### src/rtl/mips_mmio_bridge.sv
// Memory-port bridge for the multicycle core: RAM pass-through plus a
// peripheral page with LEDs, synchronized switches, a cycle counter and a timer.
module mips_mmio_bridge #(
    parameter int          N         = 32,
    parameter int          RAM_AW    = 10,
    parameter logic [31:0] MMIO_BASE = 32'hFFFF_0000
) (
    input  logic              clk,
    input  logic              rst,
    input  logic              core_wr_ena,
    input  logic [N-1:0]      core_addr,
    input  logic [N-1:0]      core_wr_data,
    output logic [N-1:0]      core_rd_data,
    output logic              ram_wr_ena,
    output logic [RAM_AW-1:0] ram_addr,
    output logic [N-1:0]      ram_wr_data,
    input  logic [N-1:0]      ram_rd_data,
    input  logic [15:0]       sw_in,
    output logic [15:0]       led_out,
    output logic              timer_irq
);

    localparam logic [N-1:0] ONE = N'(1);

    logic          mmio_sel;
    logic          wr;
    logic [13:0]   word;
    logic [N-1:0]  mmio_rd;
    logic          unused;

    logic [15:0]   led;
    logic [15:0]   sw_s1;
    logic [15:0]   sw_s2;
    logic [N-1:0]  cycle;
    logic          en;
    logic          auto_rl;
    logic [N-1:0]  tload;
    logic [N-1:0]  tcount;
    logic          exp_flag;

    logic wr_led, wr_tctrl, wr_tload, wr_tstat;
    logic expire;

    assign mmio_sel    = (core_addr[31:16] == MMIO_BASE[31:16]);
    assign word        = core_addr[15:2];
    assign wr          = core_wr_ena & mmio_sel;
    assign unused      = ^core_addr[1:0];

    assign ram_addr    = core_addr[RAM_AW+1:2];
    assign ram_wr_data = core_wr_data;
    assign ram_wr_ena  = core_wr_ena & ~mmio_sel;

    assign core_rd_data = mmio_sel ? mmio_rd : ram_rd_data;

    assign wr_led   = wr && (word == 14'd0);
    assign wr_tctrl = wr && (word == 14'd3);
    assign wr_tload = wr && (word == 14'd4);
    assign wr_tstat = wr && (word == 14'd6);

    assign expire   = en && (tcount == '0);

    assign led_out   = led;
    assign timer_irq = exp_flag;

    always_comb begin
        mmio_rd = '0;
        case (word)
            14'd0:   mmio_rd = {{(N-16){1'b0}}, led};
            14'd1:   mmio_rd = {{(N-16){1'b0}}, sw_s2};
            14'd2:   mmio_rd = cycle;
            14'd3:   mmio_rd = {{(N-2){1'b0}}, auto_rl, en};
            14'd4:   mmio_rd = tload;
            14'd5:   mmio_rd = tcount;
            14'd6:   mmio_rd = {{(N-1){1'b0}}, exp_flag};
            default: mmio_rd = '0;
        endcase
    end

    always_ff @(posedge clk or negedge rst) begin
        if (!rst) begin
            led      <= '0;
            sw_s1    <= '0;
            sw_s2    <= '0;
            cycle    <= '0;
            en       <= 1'b0;
            auto_rl  <= 1'b0;
            tload    <= '0;
            tcount   <= '0;
            exp_flag <= 1'b0;
        end else begin
            cycle <= cycle + ONE;
            sw_s1 <= sw_in;
            sw_s2 <= sw_s1;
            if (wr_led) led <= core_wr_data[15:0];
            if (en) begin
                if (tcount != '0) tcount <= tcount - ONE;
                else if (auto_rl) tcount <= tload;
                else en <= 1'b0;
            end
            // Software writes land last so they beat the timer's own updates.
            if (wr_tctrl) begin
                en      <= core_wr_data[0];
                auto_rl <= core_wr_data[1];
            end
            if (wr_tload) begin
                tload  <= core_wr_data;
                tcount <= core_wr_data;
            end
            if (expire) exp_flag <= 1'b1;
            else if (wr_tstat && core_wr_data[0]) exp_flag <= 1'b0;
        end
    end

endmodule

### config.mk
export PLATFORM = sky130hd
export DESIGN_NAME = mips_mmio_bridge
export DESIGN_NICKNAME = d
export VERILOG_FILES = /design/src/rtl/mips_mmio_bridge.sv
export SDC_FILE = /design/constraint.sdc
export NUM_CORES = 1
export LEC_CHECK = 0
export ABC_AREA = 1
export ABC_CLOCK_PERIOD_IN_PS = 2300
export CORE_UTILIZATION = 55
export DETAILED_ROUTE_END_ITERATION = 16
export DONT_BUFFER_PORTS = 1
export PLACE_DENSITY = 0.77
export SLEW_MARGIN = 40
export SYNTH_ARGS = -nofsm -noshare
export SYNTH_HDL_FRONTEND = slang
export SYNTH_SLANG_ARGS = --single-unit
### constraint.sdc
create_clock -name clk -period 2.3 [get_ports clk]
set_clock_uncertainty 0.1 [all_clocks]
set_input_delay 0.46 -clock clk [delete_from_list [all_inputs] [get_ports clk]]
set_output_delay 0.46 -clock clk [all_outputs]
set_load 0.005 [all_outputs]
==> results.py <==
metrics = {
    "clock_network": {
        "cts_tree": "yes",
        "clock-sinks": 147,
        "numCtsBuffers": 17,
        "cts_root_buf": "clkbuf_16",
        "postCtsHoldBufs": 16,
        "clk_latency_ns": 0.45,
        "htreeDepth": 4,
        "cts_buffer_depth": 2,
        "cts.clk_slew.worst_paths_ns": 0.07,
    },
    "routing": {
        "drc": 0,
        "antenna_left": 0,
        "drt-total-wl_mm": 28.8,
        "dr.pass1.iters": 6,
        "num_vias": 8599,
        "detail_route.wl_per_cell_um": 19.2,
        "via_per_inst": 5.71,
        "drt-initial-drc-count": 964,
    },
    "timing": {
        "finalWorstPathRequiredPeriod_ns": 2.35,
        "setup-violations-final": 9,
        "tightestPinTransition_ns": 0.482,
        "layout_setup_ws_ns": -0.0507,
        "max_slew_margin": 0.676,
        "hold_viol": 147,
        "drv_slew": 0,
        "fin_tns_setup_ns": -0.261,
        "rsz0062_at_grt": "yes",
        "timing.hold.ws_ns": -0.392,
        "fmax_mhz": 425,
        "period_share": 1.02,
    },
    "finish": {
        "final_common_cell": "nand2_1",
        "finalCoreUtilization": 0.655,
        "final_nets": 1395,
        "diodes": 0,
        "drive_gt1_frac": 0.151,
        "final_cell_mix": "nand2_1, dfrtp_1, nor2_1",
        "area_growth_pct": 16.3,
    },
    "synth": {
        "yosysTopAreaCellShare": 0.411,
        "async_reset_ff_frac": 1.00,
        "seq_area_frac_synth": 0.411,
        "synth_area_um2": 8950,
        "ys_types": 36,
        "synthFlopType": "dfrtp_1",
        "yosysWarnings": 0,
        "syn_inst": 1249,
        "avgSynthCellArea_um2": 7.16,
        "synth_edf_count": 0,
        "yosysTopAreaCell": "dfrtp_1",
        "synth_area_leaders": "dfrtp_1, nand2_1, nand3_1",
        "syn_nets": 1367,
        "synth_seq_cells": 147,
    },
    "setup_path": {
        "crit_fanout": 24,
        "rr_endpoint": "cycle[24]$_DFF_PN0_",
        "critPathLaunch": "core_addr[15]",
        "start_kind": "input pin",
        "cp-end-kind": "primary output",
        "reg2reg_depth": 9,
        "path_class": "input pin to primary output",
        "slowest_stage": "o21ai_0",
        "ff2ff_setup_slack_ns": 0.15,
        "worstReg2RegStart": "cycle[1]$_DFF_PN0_",
        "required_ns": 1.74,
        "worst_ep_arrival_time_ns": 1.79,
        "slowest_delay_ns": 0.37,
        "path_cells": "nor2_2 > inv_1 > nor2_4 > nand4_1 > buf_12 > o21ai_0 > o21ai_1 > nand2_1",
    },
    "floorplanning": {
        "die_area_um2": 16800,
        "io_pins": 207,
        "start_util": 0.563,
        "die_w_um": 130,
        "rows": 46,
        "core-area_um2": 15900,
        "fp.dieH_um": 130,
    },
    "global_route": {
        "grt_start_max_net_pins": 148,
        "grt.overflow.total": 0,
        "track_usage": 0.350,
        "grt_pass1_vias": 8157,
        "antenna_found_initial": 0,
        "grt_pass1_wl_mm": 43.4,
    },
    "placed_design": {
        "dp_hpwl_mm": 20.2,
        "numPortBuffers": 0,
        "finalWeightedCongestion": 0.931,
    },
    "run_status": {
        "status": "finished, violations left",
        "violations": "negative hold slack, negative setup slack",
    },
    "power_and_ir_drop": {
        "ir_drop_mv": 0.543,
        "leakage_nw": 5.49,
        "total_power_w": 0.00558,
        "p_per_area_nw_per_um2": 536,
    },
    "job": {
        "cap_violations": 0,
    },
    "min_path": {
        "holdCritPathClass": "input pin to async pin",
    },
}
stage by stage:
step / worst slack, ns / std cells / instance area (um^2)
after floorplan: 0.168 / 1249 / 8950
after global placement: -0.112 / 1447 / 9260
after detailed placement: -0.151 / 1447 / 9260
after CTS: -0.0901 / 1496 / 10100
after global routing: -0.116 / 1506 / 10400
final: -0.0507 / 1506 / 10400
where the power goes:
part | internal (W) | total (W) | switching, W | leakage, nW
Sequential | 0.00261 | 0.00262 | 0.00000814 | 1.93
Combinational | 0.0000570 | 0.000113 | 0.0000560 | 3.27
Clock | 0.00147 | 0.00285 | 0.00137 | 0.294
Total | 0.00414 | 0.00558 | 0.00144 | 5.49
layer usage:
metal  part of all wire  track usage
met1               0.40        0.448
met4              0.042        0.142
met3              0.097       0.0834
met2               0.46        0.571
met5                  0            0
cells by family after synthesis:
| family | count (synthesis) | share of synthesized area |
|---|---|---|
| AO/OA/AOI/OAI | 106 | 0.0643 |
| AND/OR/NAND/NOR | 744 | 0.358 |
| multiplexers | 14 | 0.0176 |
| flip-flops | 147 | 0.411 |
| XOR/XNOR | 39 | 0.0382 |
| buffers and inverters | 196 | 0.107 |
| adder cells (fa/ha/maj) | 3 | 0.00420 |
final cells by class:
class	instances	area (um^2)
Clock inverter	15	188
Timing Repair inverter	1	5.00
Timing Repair Buffer	88	891
Clock buffer	17	425
Fill cell	1365	5480
Inverter	116	463
Sequential cell	147	3680
Multi-Input combinational cell	906	4480
Tap cell	216	270
worst max-delay path, delay by kind of cell:
family,cells,cell delay (ns)
compound gates,2,0.52
simple gates,4,0.51
buf+inv,2,0.29
state kept, by name (all words and copies together) (netlist names):
signal	count
tload	32
auto_rl	1
en	1
timer_irq	1
tcount	32
cycle	32
sw_s1	16
led_out	16
sw_s2	16
cells in the mapped netlist, types with 3 or more instances:
cell type,count
nand2_1,422
dfrtp_1,147
nor2_1,132
inv_1,112
nand3_1,110
o21ai_0,72
buf_4,45
xor2_1,36
nand4_1,21
buf_2,19
nor3_1,17
a21oi_1,14
clkbuf_1,12
nand3_2,11
nor2_2,10
mux2_2,8
mux2_1,6
o211ai_1,6
nand2_2,5
o21bai_1,5
o22ai_1,5
buf_6,4
nand2_4,4
nor2_4,4
nor4_1,4
ha_1,3
inv_2,3
xnor2_1,3
timing repair:
item,in CTS,in global routing
cloned,0,5
hold endpoints to repair,163,147
setup endpoints to repair,29,68
setup buffers,1,5
resized for setup,19,91
pin swaps,0,26
how the worst max path moves through the flow:
stage | to | slack (ns) | depth (start not counted)
floorplan | core_rd_data[12] | 0.17 | 8
global placement | core_rd_data[27] | -0.11 | 9
detailed placement | core_rd_data[27] | -0.15 | 9
CTS | core_rd_data[22] | -0.09 | 8
global route | core_rd_data[25] | -0.12 | 10
finish | core_rd_data[17] | -0.05 | 8
Power figures use the tool's default switching activity.
